`config.mk`:
```
export PLATFORM = sky130hd
export DESIGN_NAME = pixel_readout_flat
export DESIGN_NICKNAME = d
export VERILOG_FILES = /design/src/rtl/pixel_readout_if.sv /design/src/rtl/pixel_readout.sv /design/src/flat_wrapper.sv
export SDC_FILE = /design/constraint.sdc
export NUM_CORES = 1
export LEC_CHECK = 0
export BUFFER_PORTS_ARGS = -buffer_cell sky130_fd_sc_hd__buf_2
export CELL_PAD_IN_SITES_DETAIL_PLACEMENT = 1
export CELL_PAD_IN_SITES_GLOBAL_PLACEMENT = 1
export CORE_MARGIN = 2
export CORE_UTILIZATION = 50
export CTS_CLUSTER_DIAMETER = 50
export DETAILED_ROUTE_END_ITERATION = 12
export GPL_TIMING_DRIVEN = 0
export PLACE_DENSITY_LB_ADDON = 0.1
export REMOVE_ABC_BUFFERS = 1
export SETUP_SLACK_MARGIN = 0.15
export SYNTH_ARGS = -nofsm -noshare
export SYNTH_HDL_FRONTEND = slang
export SYNTH_SLANG_ARGS = --single-unit
```
`constraint.sdc`:
```
create_clock -name clock -period 3.97 [get_ports clock]
set_clock_uncertainty 0.2 [all_clocks]
set_input_delay 0.1985 -clock clock [delete_from_list [all_inputs] [get_ports clock]]
set_output_delay 0.1985 -clock clock [all_outputs]
set_load 0.05 [all_outputs]
```
`src/rtl/pixel_readout_if.sv`:
```
`default_nettype none
// pixel_readout_if: pixel stream carrying one pixel per beat with frame/line markers.
interface pixel_readout_if #(
  parameter int BITS = 8
);
  logic [BITS-1:0] out_data;
  logic            out_valid;
  logic            out_ready;
  logic            out_sof;
  logic            out_eol;
  logic            out_eof;

  modport master (
    output out_data, out_valid, out_sof, out_eol, out_eof,
    input  out_ready
  );

  modport slave (
    input  out_data, out_valid, out_sof, out_eol, out_eof,
    output out_ready
  );
endinterface
`default_nettype wire

```
`src/rtl/pixel_readout.sv`:
```
`default_nettype none
// +---------------------------------------------------------------------------------+
// | pixel_readout: row-strobe capture, row FIFO and pixel serializer.               |
// | Optional Gray-to-binary pixel decode: PIXEL_READOUT_GRAY_EN.  rev 1.0           |
// +---------------------------------------------------------------------------------+
module pixel_readout #(
  parameter int COL        = 4,
  parameter int ROW        = 4,
  parameter int BITS       = 8,
  parameter int SAMPLE_DLY = 2,
  parameter int DEPTH      = 4
) (
  input  logic                clock,
  input  logic                reset,
  input  logic [ROW-1:0]      read,
  input  logic [COL*BITS-1:0] col_data,
  pixel_readout_if.master     stream,
  output logic                overflow,
  output logic                seq_err,
  input  logic                clear_err
);

  localparam int CW   = (COL > 1) ? $clog2(COL) : 1;
  localparam int RW   = (ROW > 1) ? $clog2(ROW) : 1;
  localparam int PW   = $clog2(DEPTH);
  localparam int CNTW = PW + 1;
  localparam int SW   = $clog2(SAMPLE_DLY + 1);

  localparam logic [CW-1:0]   LAST_COL = CW'(COL - 1);
  localparam logic [RW-1:0]   LAST_ROW = RW'(ROW - 1);
  localparam logic [SW-1:0]   CAP_CNT  = SW'(SAMPLE_DLY - 1);
  localparam logic [CNTW-1:0] FULL_CNT = CNTW'(DEPTH);

  typedef enum logic [1:0] {
    IDLE   = 2'd0,
    SETTLE = 2'd1,
    WAIT   = 2'd2
  } cap_state_t;

  function automatic logic is_onehot(input logic [ROW-1:0] v);
    return (v != '0) && ((v & (v - ROW'(1))) == '0);
  endfunction

  // ---------------------------------------------------------------------------
  // Strobe register and capture FSM
  // ---------------------------------------------------------------------------
  cap_state_t     state;
  cap_state_t     state_nx;
  logic [ROW-1:0] read_q;
  logic [SW-1:0]  cnt;
  logic [SW-1:0]  cnt_nx;
  logic           read_chg;
  logic           capture;
  logic           proto_err;
  logic [RW-1:0]  row_idx;

  // A change is seen at the edge that loads it into read_q.
  assign read_chg = (read != read_q);

  always_comb begin
    row_idx = '0;
    for (int i = 0; i < ROW; i++) begin
      if (read_q[i]) row_idx = RW'(i);
    end
  end

  always_ff @(posedge clock or negedge reset) begin
    if (!reset) begin
      read_q <= '0;
      state  <= IDLE;
      cnt    <= '0;
    end else begin
      read_q <= read;
      state  <= state_nx;
      cnt    <= cnt_nx;
    end
  end

  always_comb begin
    state_nx  = state;
    cnt_nx    = cnt;
    capture   = 1'b0;
    proto_err = 1'b0;
    if (read_chg) begin
      cnt_nx = '0;
      if (read == '0) begin
        state_nx = IDLE;
      end else if (is_onehot(read)) begin
        state_nx = SETTLE;
      end else begin
        state_nx  = IDLE;
        proto_err = 1'b1;
      end
      if (state == SETTLE) proto_err = 1'b1;
    end else if (state == SETTLE) begin
      if (cnt == CAP_CNT) begin
        capture  = 1'b1;
        state_nx = WAIT;
      end else begin
        cnt_nx = cnt + SW'(1);
      end
    end
  end

  // ---------------------------------------------------------------------------
  // Row FIFO; the head stays resident until its last column is accepted
  // ---------------------------------------------------------------------------
  logic [COL-1:0][BITS-1:0] row_mem [DEPTH];
  logic [RW-1:0]            idx_mem [DEPTH];
  logic [PW-1:0]            wr_ptr;
  logic [PW-1:0]            rd_ptr;
  logic [CNTW-1:0]          count;
  logic [RW-1:0]            exp_row;
  logic                     pop;
  logic                     fifo_full;
  logic                     wr_en;
  logic                     drop;
  logic                     row_bad;

  assign fifo_full = (count == FULL_CNT);
  assign wr_en     = capture && (!fifo_full || pop);
  assign drop      = capture && fifo_full && !pop;
  assign row_bad   = capture && (row_idx != '0) && (row_idx != exp_row);

  always_ff @(posedge clock) begin
    if (wr_en) begin
      row_mem[wr_ptr] <= col_data;
      idx_mem[wr_ptr] <= row_idx;
    end
  end

  always_ff @(posedge clock or negedge reset) begin
    if (!reset) begin
      wr_ptr  <= '0;
      rd_ptr  <= '0;
      count   <= '0;
      exp_row <= '0;
    end else begin
      if (wr_en) begin
        wr_ptr  <= wr_ptr + PW'(1);
        exp_row <= (row_idx == LAST_ROW) ? '0 : row_idx + RW'(1);
      end
      if (pop) rd_ptr <= rd_ptr + PW'(1);
      case ({wr_en, pop})
        2'b10:   count <= count + CNTW'(1);
        2'b01:   count <= count - CNTW'(1);
        default: count <= count;
      endcase
    end
  end

  // ---------------------------------------------------------------------------
  // Serializer
  // ---------------------------------------------------------------------------
  logic            valid_q;
  logic [BITS-1:0] pix_q;
  logic [CW-1:0]   col_q;
  logic            sof_q;
  logic            eol_q;
  logic            eof_q;
  logic            advance;
  logic            load;
  logic [PW-1:0]   src_ptr;
  logic [CW-1:0]   src_col;

  assign advance = !valid_q || stream.out_ready;
  assign pop     = valid_q && stream.out_ready && (col_q == LAST_COL);

  // Next beat: following column of the head, or column 0 of the row behind it.
  always_comb begin
    src_ptr = rd_ptr;
    src_col = '0;
    load    = 1'b0;
    if (valid_q) begin
      if (col_q == LAST_COL) begin
        src_ptr = rd_ptr + PW'(1);
        load    = (count > CNTW'(1));
      end else begin
        src_col = col_q + CW'(1);
        load    = 1'b1;
      end
    end else begin
      load = (count != '0);
    end
  end

  always_ff @(posedge clock or negedge reset) begin
    if (!reset) begin
      valid_q <= 1'b0;
      pix_q   <= '0;
      col_q   <= '0;
      sof_q   <= 1'b0;
      eol_q   <= 1'b0;
      eof_q   <= 1'b0;
    end else if (advance) begin
      valid_q <= load;
      if (load) begin
        pix_q <= row_mem[src_ptr][src_col];
        col_q <= src_col;
        sof_q <= (idx_mem[src_ptr] == '0) && (src_col == '0);
        eol_q <= (src_col == LAST_COL);
        eof_q <= (idx_mem[src_ptr] == LAST_ROW) && (src_col == LAST_COL);
      end
    end
  end

  assign stream.out_valid = valid_q;
  assign stream.out_sof   = valid_q && sof_q;
  assign stream.out_eol   = valid_q && eol_q;
  assign stream.out_eof   = valid_q && eof_q;

`ifdef PIXEL_READOUT_GRAY_EN
  function automatic logic [BITS-1:0] gray2bin(input logic [BITS-1:0] g);
    logic [BITS-1:0] b;
    b[BITS-1] = g[BITS-1];
    for (int i = BITS - 2; i >= 0; i--) begin
      b[i] = b[i+1] ^ g[i];
    end
    return b;
  endfunction

  assign stream.out_data = gray2bin(pix_q);
`else
  assign stream.out_data = pix_q;
`endif

  // ---------------------------------------------------------------------------
  // Sticky flags; a new error outranks a simultaneous clear
  // ---------------------------------------------------------------------------
  always_ff @(posedge clock or negedge reset) begin
    if (!reset) begin
      overflow <= 1'b0;
      seq_err  <= 1'b0;
    end else begin
      if (drop)           overflow <= 1'b1;
      else if (clear_err) overflow <= 1'b0;

      if (proto_err || row_bad) seq_err <= 1'b1;
      else if (clear_err)       seq_err <= 1'b0;
    end
  end

endmodule
`default_nettype wire

```
`src/flat_wrapper.sv`:
```
// flat-port wrapper written by rule: the top's interface ports become plain ports
module pixel_readout_flat 
#(
  parameter int COL        = 4,
  parameter int ROW        = 4,
  parameter int BITS       = 8,
  parameter int SAMPLE_DLY = 2,
  parameter int DEPTH      = 4
)
  (clock, reset, read, col_data, overflow, seq_err, clear_err, stream_out_data, stream_out_valid, stream_out_sof, stream_out_eol, stream_out_eof, stream_out_ready);
  pixel_readout_if #(.BITS(BITS)) stream_i ();
  input  logic clock;
  input  logic reset;
  input  logic [ROW-1:0] read;
  input  logic [COL*BITS-1:0] col_data;
  output logic overflow;
  output logic seq_err;
  input  logic clear_err;
  output wire logic [$bits(stream_i.out_data)-1:0] stream_out_data;
  output wire logic [$bits(stream_i.out_valid)-1:0] stream_out_valid;
  output wire logic [$bits(stream_i.out_sof)-1:0] stream_out_sof;
  output wire logic [$bits(stream_i.out_eol)-1:0] stream_out_eol;
  output wire logic [$bits(stream_i.out_eof)-1:0] stream_out_eof;
  input wire logic [$bits(stream_i.out_ready)-1:0] stream_out_ready;
  assign stream_out_data = stream_i.out_data;
  assign stream_out_valid = stream_i.out_valid;
  assign stream_out_sof = stream_i.out_sof;
  assign stream_out_eol = stream_i.out_eol;
  assign stream_out_eof = stream_i.out_eof;
  assign stream_i.out_ready = stream_out_ready;
  pixel_readout #(.COL(COL), .ROW(ROW), .BITS(BITS), .SAMPLE_DLY(SAMPLE_DLY), .DEPTH(DEPTH)) u_core (.clock(clock), .reset(reset), .read(read), .col_data(col_data), .stream(stream_i), .overflow(overflow), .seq_err(seq_err), .clear_err(clear_err));
endmodule
```
Word-level counts from Yosys, hierarchy flattened
Memories as Yosys holds them, arrays and structs flattened.
Index checks and enable logic that the tools add are counted.
- flip-flop bits (word level): 33
- RAM bits: 136
- output and inout bits: 14
- word-level logic and storage cells: 107
- memories: 2
- add/sub/neg operators: 8
- order comparisons: 2
- eq/ne operators: 12
- multiplexer cells: 33
- bitwise logic cells: 1
- reduce and logical (&&, ||, !) cells: 34
- memory list (memory ; depth ; bits a word ; rd ports ; clocked after memory_dff ; wr ports ; line ; text):
    u_core.row_mem ; 4 ; 32 ; 1 ; 0 ; 1 ; pixel_readout.sv:108 ; logic [COL-1:0][BITS-1:0] row_mem [DEPTH];
    u_core.idx_mem ; 4 ; 2 ; 1 ; 0 ; 1 ; pixel_readout.sv:109 ; logic [RW-1:0] idx_mem [DEPTH];
- operator list (operator ; number):
    $mux 2 ; 14
    $bmux 8 s2 ; 1
    $mux 1 ; 16
    $logic_and 1x1->1 ; 13
    $reduce_bool 2->1 ; 6
    $add 2x1->2 const B ; 5
    $eq 2x2->1 const B ; 5
    $logic_not 4->1 ; 2
    $mux 8 ; 1
    $eq 2x1->1 const B ; 3
    $pmux 3 s2 ; 1
    $reduce_and 2->1 ; 3
    $and 4x4->4 ; 1
    $logic_not 2->1 ; 2
    $ne 4x4->1 ; 1
    $reduce_bool 4->1 ; 1
    $sub 4x1->4 const B ; 1
    $add 3x1->3 const B ; 1
    $eq 3x3->1 const B ; 1
    $gt 3x1->1 const B ; 1
    $logic_not 1->1 ; 3
    $logic_or 1x1->1 ; 3
    $lt 2x3->1 const B ; 1
    $reduce_bool 3->1 ; 1
    3 further kinds ; 3

Depth between registers and ports, before layout
- depth in word-level cells: 10
- gate-level depth with buffers: 12
- mapped depth without buffers: 10

Least setup slack after synthesis
No wires, ideal clock.
- kind: reg2reg
- from: register u_core.valid_q, in the netlist u_core.stream.out_valid
- to: memory u_core.idx_mem[0][0] in the netlist's numbering, enable pin
- data arrival time: 2.340 ns
- data required time: 3.376 ns
- slack: 1.036 ns
- cell stages (with the launch flop): 8
- buffers on the path: 2
- clock period less this slack: 2.934 ns
- path through: dfrtp_1 and2_1 buf_4 nand2_1 nand3_1 nor2b_1 buf_2 and2_1
- word-level cells in the longest chain between the ends: 6
- ends and longest elaborated chain (item ; line ; text):
    start, declared ; pixel_readout.sv:155 ; logic valid_q;
    start signal, assigned ; pixel_readout.sv:196 ; valid_q <= load;
    $logic_and 1x1->1 (2 in series) ; pixel_readout.sv:167 ; assign pop = valid_q && stream.out_ready && (col_q == LAST_COL);
    $logic_or 1x1->1 ; pixel_readout.sv:121 ; assign wr_en = capture && (!fifo_full || pop);
    $logic_and 1x1->1 ; pixel_readout.sv:121 ;
    $mux 1 ; pixel_readout.sv:126 ; if (wr_en) begin
    $mux 1 (implied by the code) ; pixel_readout.sv:128 ; idx_mem[wr_ptr] <= row_idx;
    end, declared ; pixel_readout.sv:109 ;
No other way between the ends.

Worst setup path in the final report
- from: register u_core.col_q[0]
- to: memory u_core.row_mem[2][12] in the netlist's numbering, enable pin
- word-level cells in the longest chain between the ends: 6
- ends and longest elaborated chain (item ; line ; text):
    start, declared ; pixel_readout.sv:157 ; logic [CW-1:0] col_q;
    start signal, assigned ; pixel_readout.sv:199 ; col_q <= src_col;
    $eq 2x2->1 ; pixel_readout.sv:167 ;
    $logic_and 1x1->1 ; pixel_readout.sv:167 ;
    $logic_or 1x1->1 ; pixel_readout.sv:121 ;
    $logic_and 1x1->1 ; pixel_readout.sv:121 ;
    $mux 1 ; pixel_readout.sv:126 ;
    $mux 1 (implied by the code) ; pixel_readout.sv:127 ; row_mem[wr_ptr] <= col_data;
    end, declared ; pixel_readout.sv:108 ;
No other way between the ends.

==> out/summary.md <==
The number of antenna violations at the first check in global routing was 0; the transition time at the pin with the least slew margin was 1.07 ns. For this run, the slowest stage of the critical path takes 0.65 ns. STA classifies the critical path endpoint as a register.

Hold timing on the final database bottoms out at a slack of 0.229 ns. The routed wirelength normalized by instance count was 21.3 µm. The first global-routing pass estimated 30.6 mm of wire. The library cell used as clock root buffer is clkbuf_16. Global routing finished with a remaining overflow of 0. The run gives 0 as the remaining routing DRC violations. The clock-pin slew on the worst setup and hold paths is 0.06 ns, and the area of the mapped netlist is 7880 µm².

The tool flagged a number of max-cap violations equal to 0. For this run, the leading register cell type out of synthesis is edfxtp_1. The worst register-to-register path has a setup slack of 0.50 ns. Once the clock tree was built, the setup fixing pass inserted 0 buffers. Detailed routing inserted a total of 5371 vias. Sequential share of the synthesized area: 0.623. The routed design has 19.6 mm of wire. The area added between synthesis and finish was 18.3%; the proportion of layout cells with a drive suffix above 1 was 0.183. The total buffers and inverters traversed by the critical path works out to 1. The count of boundary I/O pins was 54. The die span in x was 130 µm. Setup repair after global routing left no endpoint under its margin.

VDD sags by at most 0.341 mV. The critical-path cell with the highest stage delay is nor2b_1. In this run the standard cell core region covers 15300 µm².

The total power divided by cell area is 587 nW/µm², and the TritonCTS buffer count is 17. The min-delay analysis places its worst path in the category primary input to async pin. The logs give 16800 µm² for the area of the die and 0.249 for the global-route usage over all layers. Yosys mapped the design onto 40 distinct sky130hd cell types. The portion of synthesized cell area occupied by the leading cell type works out to 0.518. The filler cells instantiated in the layout total 1525.

The largest fanout of any net on the critical path came out at 31. Input and output buffers added on the ports amount to 53. The worst slew slack as a fraction of its limit came out at 0.285.

Shortest period the worst path allows: 3.47 ns. Across the whole layout, storage elements account for 4910 µm². After detailed placement, the total cell area comes to 8390 µm². Synthesis produced 616 cells. The run gives 0 as the number of slew-limit violations in the final report. Entering global routing, the biggest net connects 81 pins. The number of endpoints failing setup at the final stage was 0.

For the worst-skew pair, the clock arrives at the later sink with an insertion delay of 0.43 ns. In this run the core area contains 45 standard-cell rows. The first routing iteration left 240 violations. The average footprint of a synthesized cell is 12.8 µm², and the number of nets with antenna violations after detailed routing is 0. STA puts the critical path data required time at 3.89 ns. The floorplan step set the die height to 130 µm.

At the worst endpoint, the arrival time is 3.39 ns. The H-tree depth was 4; the number of sinks driven by the clock tree was 169. With fillers left out, the area of the finished cells amounts to 9320 µm².

The endpoint identified for the worst register-to-register timing path is u_core.row_mem[2][12]$_DFFE_PP_. The first-pass iteration count of the detailed router was 5. The number of nets at the end of the flow was 749.

The final weighted congestion of routability-driven global placement is 0.778. In this design, the largest share of critical-path delay is due to simple AND/OR/NAND/NOR gates. Largest area contributor in the synthesized netlist: edfxtp_1. Setup total negative slack on the finished layout was measured at 0 ns. The clock passes through at most 2 buffers. The ratio of final minimum period to clock period came out at 0.874. In this run, synthesis inferred 136 flip-flops with an integrated enable. STA classifies the critical path startpoint as a register.

For this run, the number of Yosys warnings is 0. The critical path goes through ha_1, and2_4, nand2_1, nand3_1, nor2b_1, and2_2, buf_12. The repair_antennas step left the layout with diodes totalling 0. The starting density of the core was 0.515; the leakage power figure was 3.39 nW. Summed over all nets, the half-perimeter wirelength after detailed placement is 12.4 mm. Sorting the synthesized cells by area gives the leading types as edfxtp_1 (52%), dfrtp_1 (10%), mux4_2 (7.4%). The via-per-instance ratio came out at 5.83.

The startpoint identified for the worst register-to-register timing path is u_core.col_q[0]$_DFFE_PN0P_. The number of global-route vias before repair was 5830. The critical path is of the register to register type.

The flow ran to the end, and the final reports show no timing, DRC or antenna violations. The synthesized design contains 169 register bits. TritonCTS built the clock tree. For the worst flop-to-flop path, the logic depth is 7.

The area of combinational cells with multiple inputs was 2760 µm². The timing-limited maximum frequency is 0.288 GHz. The final-report hold violation count was 0; the fraction of registers with async set or reset after synthesis was 0.195.
==> layout by cell type (no fill, tap or decap), types with 8 or more instances in the layout <==
cell type,count
mux2i_1,17
nor2_1,19
a32oi_1,16
buf_2,53
nand2_1,148
a21oi_1,20
a2111oi_0,8
a41oi_1,8
inv_1,14
o21ai_0,8
ha_1,12
dfrtp_1,32
nand3_1,33
nand4_1,17
dlygate4sd3_1,39
xnor2_1,12
edfxtp_1,136
mux4_2,26
mux2_2,11
clkbuf_16,17
==> where the power goes <==
part	switching [W]	internal, W
combinational	0.00108	0.000634
sequential	0.000182	0.00201
clock	0.000647	0.000917
==> Yosys cell counts, types with 10 or more instances <==
library cell / number
nand2_1: 148
edfxtp_1: 136
dfrtp_1: 33
nand3_1: 33
mux4_2: 26
a21oi_1: 20
nor2_1: 19
mux2i_1: 17
nand4_1: 17
a32oi_1: 16
clkbuf_1: 16
inv_1: 14
buf_2: 13
ha_1: 12
xnor2_1: 12
mux2_2: 11
and2_1: 10
==> cell type report <==
class                           count  share of cell area
Multi-Input combinational cell    397               0.296
Inverter                           14             0.00564
Tap cell                          211              0.0283
Clock buffer                       22              0.0476
Timing Repair Buffer               98              0.0843
Sequential cell                   169               0.527
Clock inverter                     10              0.0109
==> cell families (layout without fill, tap and decap cells) <==
group           after synthesis  after routing  share of synthesized area
fa+ha+maj                    13             13                     0.0203
compound gates               70             70                     0.0635
mux                          54             54                      0.112
buf+inv                      50            144                     0.0287
flops                       169            169                      0.623
simple gates                245            245                      0.136
xor+xnor                     15             15                     0.0167
==> worst max path at each step <==
stage	startpoint	end	slack [ns]	cells after the start
after floorplan	u_core.stream.out_valid$_DFFE_PN0N_	u_core.idx_mem[0][0]$_DFFE_PP_	-1.12	5
after global placement	u_core.col_q[0]$_DFFE_PN0P_	u_core.row_mem[2][21]$_DFFE_PP_	-2.92	6
after detailed placement	u_core.col_q[0]$_DFFE_PN0P_	u_core.row_mem[3][27]$_DFFE_PP_	0.38	7
after CTS	u_core.col_q[0]$_DFFE_PN0P_	u_core.row_mem[3][8]$_DFFE_PP_	0.36	7
after global routing	u_core.col_q[0]$_DFFE_PN0P_	u_core.row_mem[2][29]$_DFFE_PP_	0.29	7
final	u_core.col_q[0]$_DFFE_PN0P_	u_core.row_mem[2][12]$_DFFE_PP_	0.50	7
==> per-layer routing <==
metal  track usage  routed length [µm]
met5             0                   0
met4         0.109                 375
met3        0.0562                 977
met2         0.434               10500
met1         0.297                7790
==> flip-flops by register name, indices dropped and copies added, names as in the netlist, 2 cells and up <==
register and flops:
u_core.cnt 2, u_core.col_q 2, u_core.count 3, u_core.exp_row 2, u_core.idx_mem 8, u_core.rd_ptr 2, u_core.read_q 4, u_core.row_mem 128
u_core.state 2, u_core.stream.out_data 8, u_core.wr_ptr 2
==> what timing repair did <==
action / in CTS / in global routing
hold endpoints to repair: 171 / 0
setup endpoints to repair: 0 / 17
hold buffers: 39 / 0
resized for setup: 0 / 1
==> stage by stage <==
step,cells,util,setup WS [ns],total power (W)
finish,921,0.609,0.501,0.00547
global route,921,0.609,0.287,0.00572
CTS,921,0.609,0.357,0.00551
detailed placement,850,0.548,0.383,0.00391
global placement,844,0.538,-2.92,0.00384
floorplan,580,-,-1.12,0.00334
Power figures use the tool's default switching activity.
